## src/rtl/dcache_dm_block.sv

```systemverilog
// Direct-mapped, write-through, no-write-allocate data cache with multi-word blocks.
// A load miss refills the whole block over a req/ack word port while the CPU is stalled.
module dcache_dm_block #(
    parameter int ADDR_WIDTH = 16,
    parameter int DATA_WIDTH = 32,
    parameter int SET_BITS   = 4,
    parameter int OFF_BITS   = 2,
    parameter int CNT_WIDTH  = 32
) (
    input  logic                  i_clk,
    input  logic                  i_rst,
    input  logic                  i_cpu_req,
    input  logic                  i_cpu_we,
    input  logic [ADDR_WIDTH-1:0] i_cpu_addr,
    input  logic [DATA_WIDTH-1:0] i_cpu_wd,
    input  logic [1:0]            i_cpu_dtype,
    output logic [DATA_WIDTH-1:0] o_cpu_rd,
    output logic                  o_cpu_ready,
    output logic                  o_mem_req,
    output logic                  o_mem_we,
    output logic [ADDR_WIDTH-1:0] o_mem_addr,
    output logic [DATA_WIDTH-1:0] o_mem_wd,
    output logic [3:0]            o_mem_be,
    input  logic                  i_mem_ack,
    input  logic [DATA_WIDTH-1:0] i_mem_rd,
    output logic [CNT_WIDTH-1:0]  o_hit_cnt,
    output logic [CNT_WIDTH-1:0]  o_miss_cnt
);

    localparam int TAG_W = ADDR_WIDTH - SET_BITS - OFF_BITS - 2;
    localparam int LINES = 1 << SET_BITS;
    localparam int WORDS = 1 << OFF_BITS;

    typedef enum logic [1:0] {StIdle, StRefill, StWrite} state_t;

    state_t                r_state, w_state_d;
    logic [OFF_BITS-1:0]   r_word, w_word_d;
    logic                  r_refilled;
    logic [LINES-1:0]      r_valid;
    logic [TAG_W-1:0]      r_tag  [LINES];
    logic [DATA_WIDTH-1:0] r_data [LINES*WORDS];
    logic [CNT_WIDTH-1:0]  r_hit_cnt, r_miss_cnt;

    logic [TAG_W-1:0]      w_tag;
    logic [SET_BITS-1:0]   w_set;
    logic [OFF_BITS-1:0]   w_woff;
    logic                  w_hit, w_rsvd;
    logic [3:0]            w_be;
    logic [DATA_WIDTH-1:0] w_wd_rep;
    logic                  w_count_hit, w_count_miss, w_inval;
    logic                  w_refill_wr, w_fill_done, w_write_upd;

    assign w_tag  = i_cpu_addr[ADDR_WIDTH-1 -: TAG_W];
    assign w_set  = i_cpu_addr[OFF_BITS+2 +: SET_BITS];
    assign w_woff = i_cpu_addr[2 +: OFF_BITS];
    assign w_hit  = r_valid[w_set] && (r_tag[w_set] == w_tag);
    assign w_rsvd = (i_cpu_dtype == 2'b11);

    always_comb begin
        w_be     = 4'h0;
        w_wd_rep = i_cpu_wd;
        case (i_cpu_dtype)
            2'b00: w_be = 4'hF;
            2'b01: begin
                w_be     = 4'b0001 << i_cpu_addr[1:0];
                w_wd_rep = {4{i_cpu_wd[7:0]}};
            end
            2'b10: begin
                w_be     = i_cpu_addr[1] ? 4'b1100 : 4'b0011;
                w_wd_rep = {2{i_cpu_wd[15:0]}};
            end
            default: w_be = 4'h0;
        endcase
    end

    always_comb begin
        w_state_d    = r_state;
        w_word_d     = r_word;
        o_cpu_ready  = 1'b0;
        o_cpu_rd     = '0;
        o_mem_req    = 1'b0;
        o_mem_we     = 1'b0;
        o_mem_addr   = '0;
        o_mem_wd     = '0;
        o_mem_be     = 4'h0;
        w_count_hit  = 1'b0;
        w_count_miss = 1'b0;
        w_inval      = 1'b0;
        w_refill_wr  = 1'b0;
        w_fill_done  = 1'b0;
        w_write_upd  = 1'b0;
        unique case (r_state)
            StIdle: begin
                if (i_cpu_req && !i_rst) begin
                    if (w_rsvd) begin
                        o_cpu_ready = 1'b1;
                    end else if (i_cpu_we) begin
                        w_state_d = StWrite;
                    end else if (w_hit) begin
                        o_cpu_ready = 1'b1;
                        o_cpu_rd    = r_data[{w_set, w_woff}];
                        // The hit that completes a refilled miss is not a second event.
                        w_count_hit = !r_refilled;
                    end else begin
                        w_state_d    = StRefill;
                        w_word_d     = '0;
                        w_count_miss = 1'b1;
                        w_inval      = 1'b1;
                    end
                end
            end
            StRefill: begin
                o_mem_req  = 1'b1;
                o_mem_addr = {w_tag, w_set, r_word, 2'b00};
                o_mem_be   = 4'hF;
                if (i_mem_ack) begin
                    w_refill_wr = 1'b1;
                    w_word_d    = r_word + OFF_BITS'(1);
                    if (r_word == OFF_BITS'(WORDS - 1)) begin
                        w_fill_done = 1'b1;
                        w_state_d   = StIdle;
                    end
                end
            end
            StWrite: begin
                o_mem_req  = 1'b1;
                o_mem_we   = 1'b1;
                o_mem_addr = {i_cpu_addr[ADDR_WIDTH-1:2], 2'b00};
                o_mem_wd   = w_wd_rep;
                o_mem_be   = w_be;
                if (i_mem_ack) begin
                    o_cpu_ready = 1'b1;
                    w_write_upd = w_hit;
                    w_state_d   = StIdle;
                end
            end
            default: w_state_d = StIdle;
        endcase
    end

    always_ff @(posedge i_clk or posedge i_rst) begin
        if (i_rst) begin
            r_state    <= StIdle;
            r_word     <= '0;
            r_refilled <= 1'b0;
            r_valid    <= '0;
            r_hit_cnt  <= '0;
            r_miss_cnt <= '0;
        end else begin
            r_state    <= w_state_d;
            r_word     <= w_word_d;
            r_refilled <= w_fill_done;
            if (w_inval) begin
                r_valid[w_set] <= 1'b0;
            end else if (w_fill_done) begin
                r_valid[w_set] <= 1'b1;
            end
            if (w_count_hit && (r_hit_cnt != '1)) begin
                r_hit_cnt <= r_hit_cnt + CNT_WIDTH'(1);
            end
            if (w_count_miss && (r_miss_cnt != '1)) begin
                r_miss_cnt <= r_miss_cnt + CNT_WIDTH'(1);
            end
        end
    end

    // Tag and data arrays need no reset: the valid bits gate every use.
    always_ff @(posedge i_clk) begin
        if (w_refill_wr) begin
            r_data[{w_set, r_word}] <= i_mem_rd;
        end
        if (w_fill_done) begin
            r_tag[w_set] <= w_tag;
        end
        if (w_write_upd) begin
            for (int b = 0; b < DATA_WIDTH / 8; b++) begin
                if (w_be[b]) begin
                    r_data[{w_set, w_woff}][8*b +: 8] <= w_wd_rep[8*b +: 8];
                end
            end
        end
    end

    assign o_hit_cnt  = r_hit_cnt;
    assign o_miss_cnt = r_miss_cnt;

endmodule

```

## config.mk

```make
export PLATFORM = sky130hd
export DESIGN_NAME = dcache_dm_block
export DESIGN_NICKNAME = d
export VERILOG_FILES = /design/src/rtl/dcache_dm_block.sv
export SDC_FILE = /design/constraint.sdc
export NUM_CORES = 2
export LEC_CHECK = 0
export CORE_AREA = 2 2 432 434
export DETAILED_ROUTE_END_ITERATION = 16
export DIE_AREA = 0 0 434 436
export PLACE_DENSITY = 0.65
export SETUP_SLACK_MARGIN = 0.05
export SYNTH_ARGS = -nofsm -noshare
export SYNTH_HDL_FRONTEND = slang
export SYNTH_SLANG_ARGS = --single-unit
```

## constraint.sdc

```tcl
create_clock -name i_clk -period 6.2 [get_ports i_clk]
set_input_delay 1.55 -clock i_clk [delete_from_list [all_inputs] [get_ports i_clk]]
set_output_delay 1.55 -clock i_clk [all_outputs]
set_load 0.01 [all_outputs]
```

# Word level (Yosys, flattened, before mapping)
# Memory sizes are Yosys's and may differ from the RTL's.
# Cells that the tools add are included.
[totals] n_memories=2 input_bits=87 ram_bits=2176 regBits=85 output_inout_bits=151 elab_cells=123
[classes] n_bitwise=3 n_shift=1 muxes=74 n_reduce_logical=15 n_lt_le_gt_ge=2 eq_ne=17 add_sub_neg=3
[memory_table] name="r_data" depth=64 width=32 rd=1 rd_clocked_by_memory_dff=0 wr=1 line_no="41" rtl="logic [DATA_WIDTH-1:0] r_data [LINES*WORDS];"
[memory_table] name="r_tag" depth=16 width=8 rd=1 rd_clocked_by_memory_dff=0 wr=1 line_no="40" rtl="logic [TAG_W-1:0] r_tag [LINES];"
[op_table] op="32-bit 2-to-1 mux" count=7
[op_table] op="32-bit by 1-bit adder with 32-bit output (second input constant)" count=2
[op_table] op="32-bit inequality test (second input constant)" count=2
[op_table] op="32-bit one-hot mux with 2 select lines" count=1
[op_table] op="1-bit 2-to-1 mux" count=41
[op_table] op="16-bit 2-to-1 mux" count=2
[op_table] op="16-bit one-hot mux with 2 select lines" count=1
[op_table] op="32-bit OR reduction" count=1
[op_table] op="2-bit 2-to-1 mux" count=12
[op_table] op="16-bit AND" count=1
[op_table] op="16-bit inverter" count=1
[op_table] op="16-bit bitwise OR" count=1
[op_table] op="2-bit inequality test (second input constant)" count=7
[op_table] op="4-bit one-hot mux with 3 select lines" count=1
[op_table] op="6-bit AND reduction" count=2
[op_table] op="2-bit equality test (second input constant)" count=4
[op_table] op="8-bit equality test" count=1
[op_table] op="4-bit 2-to-1 mux" count=2
[op_table] op="4-bit one-hot mux with 2 select lines" count=1
[op_table] op="6-bit 2-to-1 mux" count=1
[op_table] op="2-bit one-hot mux with 3 select lines" count=1
[op_table] op="1-bit logical AND" count=5
[op_table] op="4-bit by 5-bit < comparator with 1-bit output (second input constant)" count=1
[op_table] op="1-bit binary-select mux with 4-bit select" count=1
[op_table] op="other kinds (12)" count=16

# Longest topological paths before layout
[logic_depth] word_depth=9 depth_mapped=15 mapped_depth_nobuf=8

# Least setup slack after synthesis
# No wires, ideal clock.
[synth_timing] path_type="input to register" startpoint="in i_cpu_addr[6]" endpoint="mem r_data[0][14], data pin" arrival_time_ns=5.915 setup_slack_ns=-0.263 path_buffers=5 setup_ns=0.549 required_time_ns=5.651 stages=12 cell_sequence="buf_2 > buf_2 > clkbuf_1 > mux4_2 > a221oi_2 > xor2_1 > o211ai_1 > nor4_2 > buf_4 > clkbuf_1 > nor2_1 > a21oi_1"
[synth_between] elab_chain_len=9 word_cells_on_any_way=17 classes_between="eq/ne: 1; mux: 13; reduce/logical: 2; memory: 1"
[synth_rtl] element="from (decl)" line_no="14" rtl="input logic [ADDR_WIDTH-1:0] i_cpu_addr,"
[synth_rtl] element="memory 16 x 8 bit / 1-bit binary-select mux with 4-bit select (equally long branches)"
[synth_rtl] element="8-bit equality test / 1-bit 2-to-1 mux (equally long branches)" line_no="56" rtl="assign w_hit = r_valid[w_set] && (r_tag[w_set] == w_tag);"
[synth_rtl] element="1-bit logical AND (*)" line_no="56"
[synth_rtl] element="1-bit 2-to-1 mux (*)" line_no="131" rtl="if (i_mem_ack) begin"
[synth_rtl] element="1-bit 2-to-1 mux (*)" line_no="92" rtl="unique case (r_state)"
[synth_rtl] element="1-bit 2-to-1 mux" line_no="175" rtl="if (w_write_upd) begin"
[synth_rtl] element="1-bit 2-to-1 mux (implied by the code)" line_no="178" rtl="r_data[{w_set, w_woff}][8*b +: 8] <= w_wd_rep[8*b +: 8];"
[synth_rtl] element="32-bit OR reduction (no line) (*)"
[synth_rtl] element="32-bit 2-to-1 mux (no line) (*)"
[synth_rtl] element="to (decl)" line_no="41"
# Mark *: on every way between the ends. The rest lies on a longest branch, timed or not. The select of a mux whose other input is x is not followed.

# Worst setup path in the final report
[layout_timing] startpoint="in i_cpu_addr[4]" endpoint="out o_cpu_rd[22]"
[layout_between] elab_chain_len=8 word_cells_on_any_way=11 classes_between="eq/ne: 1; mux: 7; reduce/logical: 1; memory: 2"
[layout_rtl] element="memory 16 x 8 bit / 1-bit binary-select mux with 4-bit select (equally long branches)"
[layout_rtl] element="8-bit equality test / 1-bit 2-to-1 mux (equally long branches)" line_no="56"
[layout_rtl] element="1-bit logical AND" line_no="56"
[layout_rtl] element="32-bit 2-to-1 mux (*)" line_no="99" rtl="end else if (w_hit) begin"
[layout_rtl] element="32-bit 2-to-1 mux (*)" line_no="97" rtl="end else if (i_cpu_we) begin"
[layout_rtl] element="32-bit 2-to-1 mux (*)" line_no="95" rtl="if (w_rsvd) begin"
[layout_rtl] element="32-bit 2-to-1 mux (*)" line_no="94" rtl="if (i_cpu_req && !i_rst) begin"
[layout_rtl] element="32-bit 2-to-1 mux (*)" line_no="92"
[layout_rtl] element="to (decl)" line_no="17" rtl="output logic [DATA_WIDTH-1:0] o_cpu_rd,"
# Marked as above.

==> results.tsv <==
metric	value	unit
critPathMaxFanout	7	
root_buffer	clkbuf_16	
cts_tree	built	
drive_gt1_share	35.08	%
worst_ep_required_time	4.65	ns
multiInputGateArea	0.02291	sq mm
syn_to_final_growth	18.32	%
drtPass1Iterations	6	
rsz0062_at_grt	yes	
synth_edf_count	2176	
hold_start	o_miss_cnt[25]	
synth_cell_types	65	
maxCapViolCount	0	
start_util	49.67	%
ys_dominant_reg_cell	edfxtp_1	
p_leak	34.80	nW
synth_area_leaders	edfxtp_1 (71%), mux4_2 (16%), nor4_2 (2.5%)	
synth.top_cell.area_share	71.25	%
min_to	o_miss_cnt[25]	
yosys_register_bits	2261	
placedCellCount	7353	
synthArstFlopShare	3.759	%
slew_violations	0	
grt_pass1_vias	47560	
grt_pass1_wl	337.3	mm
placed_area	0.1012	sq mm
port-buffer-count	235	
cts_buffers	222	
power_density	312.0	mW/mm^2
worst_pin_slew	1.302	ns
worstReg2RegEnd	r_data[46][26]	
wl_per_cell	29.78	microns
synth_area	0.09171	sq mm
ys_top_cells_by_count	edfxtp_1 (2176), mux4_2 (643), nor4_2 (186)	
synth_most_common_cell	edfxtp_1	
worstSkewPairLatency	0.88	ns
stdcell_area	0.1085	sq mm
antenna_left	0	
critPathArrivalTime	4.56	ns
grt_usage	24.62	%
reg2reg_setup_slack	1.55	ns
clkSinkCount	2261	
power.internal	0.02569	W
p_switching	0.008170	W
std_cell_rows	158	
p_clk_share	39.0	%
drtIter0Drc	5207	
cp-start-kind	input port	
seqCellArea	0.06747	sq mm
reg2reg_depth	13	
post-dp-hpwl	145.6	mm
coreArea	0.1846	sq mm
hold_violations	0	
synth_top_cell_by_area	edfxtp_1	
ir_drop	0.3190	mV
gp_congestion	0.8346	
vias_per_cell	6.103	
ys_warn_count	0	
stdcell_count	7778	
holdPathStages	1	
fin_crit_sh	98.55	%
dieArea	0.1892	sq mm
io_pins	238	
grt-ovfl-total	0	
status	finished clean	
max_freq	163.7	MHz
synth_area_per_cell	20.99	sq um
switching_share	24.13	%
clock_skew	0.04851	ns
hp-class	reg -> reg	
grt_max_degree	103	
seqPwrFrac	50.2	%
fp.dieH	436	microns
cts_max_level	4	
max_slew_margin	12.87	%
critPathCaptureType	output port	
wl	231.7	mm
synth-seq-area-share	73.57	%
r2r_start	r_tag[5][5]	
finalNetCount	5202	
n_fill_cell	13270	
path_clk_slew	0.06	ns
cts_max_path_buffers	3	
antenna_found_initial	5	
fin_crit	6.110	ns
num_vias	47470	
synthCells	4370	
drc	0	
die_x	434	microns
path_class	in -> out	
setup_viol	0	
p_comb_share	10.8	%
power groups by stage:
| stage | Clock [W] | Sequential (W) | Combinational (W) |
|---|---|---|---|
| 3_3_place_gp | 0 | 0.0173 | 0.00360 |
| 3_5_place_dp | 0 | 0.0173 | 0.00364 |
| 6_report | 0.0132 | 0.0170 | 0.00365 |
| 2_1_floorplan | 0 | 0.0173 | 0.00199 |
| 5_1_grt | 0.0140 | 0.0170 | 0.00381 |
| 4_1_cts | 0.0134 | 0.0170 | 0.00365 |
state kept, by name (all words and copies together) (netlist names), named ones only:
signal	cells
r_data	2048
r_state	2
r_refilled	1
o_hit_cnt	32
r_word	2
r_tag	128
o_miss_cnt	32
layout by cell type, fill, tap and decap left out, drive strengths merged, types with 19 or more instances in the layout:
cell type,n
nor4,271
xor2,27
nand2,163
nand4,23
nand3,41
and2,44
mux4,643
bufinv,19
o21ai,46
nor2b,21
inv,34
dfrtp,85
clkinv,102
nor2,95
xnor2,44
a22oi,21
clkdlybuf4s50,197
a21oi,23
mux2i,33
nor3,37
buf,616
edfxtp,2176
mux2,37
clkbuf,294
o22ai,25
layout make-up:
type | instances | area share, %
Clock buffer | 283 | 5.414
Timing Repair Buffer | 840 | 7.145
Antenna cell | 4 | 0.009224
Multi-Input combinational cell | 1748 | 21.11
Sequential cell | 2261 | 62.17
Tap cell | 2480 | 2.859
Clock inverter | 130 | 1.169
Inverter | 32 | 0.1188
critical path: stages:
cell and delay, ns:
buf_16 0.11, buf_4 0.15, mux4_2 0.52, mux2i_2 0.19
a221o_1 0.18, o31a_1 0.15, o2111ai_2 0.13, or3_4 0.41
or2_4 0.31, buf_12 0.21, buf_6 0.14, a2111oi_4 0.19
buf_4 0.19, buf_6 0.10
logic make-up (layout without fill, tap and decap cells):
| kind of cell | after synthesis | in the layout | share of synthesized area (%) |
|---|---|---|---|
| other | 1 | 6 | 0.004089 |
| flip-flops | 2261 | 2261 | 73.57 |
| buffers and inverters | 362 | 1285 | 1.842 |
| AO/OA/AOI/OAI | 212 | 212 | 1.623 |
| XOR/XNOR | 71 | 71 | 0.6780 |
| multiplexers | 713 | 713 | 16.61 |
| adder cells (fa/ha/maj) | 10 | 10 | 0.1364 |
| AND/OR/NAND/NOR | 740 | 740 | 5.539 |
routing by layer:
metal | vias to the layer above | GRT usage [%] | wire length [microns]
met3 | 337 | 3.940 | 16400
met4 | 2 | 7.101 | 6372
met1 | 25290 | 34.75 | 93290
met2 | 1973 | 40.02 | 115600
li1 | 19870 | - | -
met5 | - | 0 | 13
stage by stage:
step                      total power (W)  setup WS (ns)  utilization, %  hold WS [ns]  setup TNS (ns)
after floorplan                   0.01929        -0.2633               -        0.4548          -99.72
after global placement            0.02091        -0.4534           54.80        0.4796          -7.613
after detailed placement          0.02095        -0.5252           54.80        0.4858          -9.104
after CTS                         0.03407        0.03220           58.74        0.5006               0
after global routing              0.03481      -0.004627           58.77        0.5168       -0.004627
final                             0.03386        0.08996           58.77        0.4960               0
how the worst max path moves through the flow:
stage                        from            end  slack [ns]  cells past startpoint
floorplan           i_cpu_addr[6]  r_data[0][14]       -0.26                     12
global placement    i_cpu_addr[4]    o_cpu_rd[0]       -0.45                     14
detailed placement  i_cpu_addr[4]    o_cpu_rd[0]       -0.53                     12
CTS                 i_cpu_addr[4]   o_cpu_rd[31]        0.03                     12
global route        i_cpu_addr[4]   o_cpu_rd[22]      -0.005                     13
finish              i_cpu_addr[4]   o_cpu_rd[22]        0.09                     14
what timing repair did:
item,CTS,global route
gates resized for setup,69,40
buffers inserted,6,1
hold buffers,0,0
pin swaps,9,7
endpoints found under the setup margin,32,32
cloned,1,1
Power figures use the tool's default switching activity.
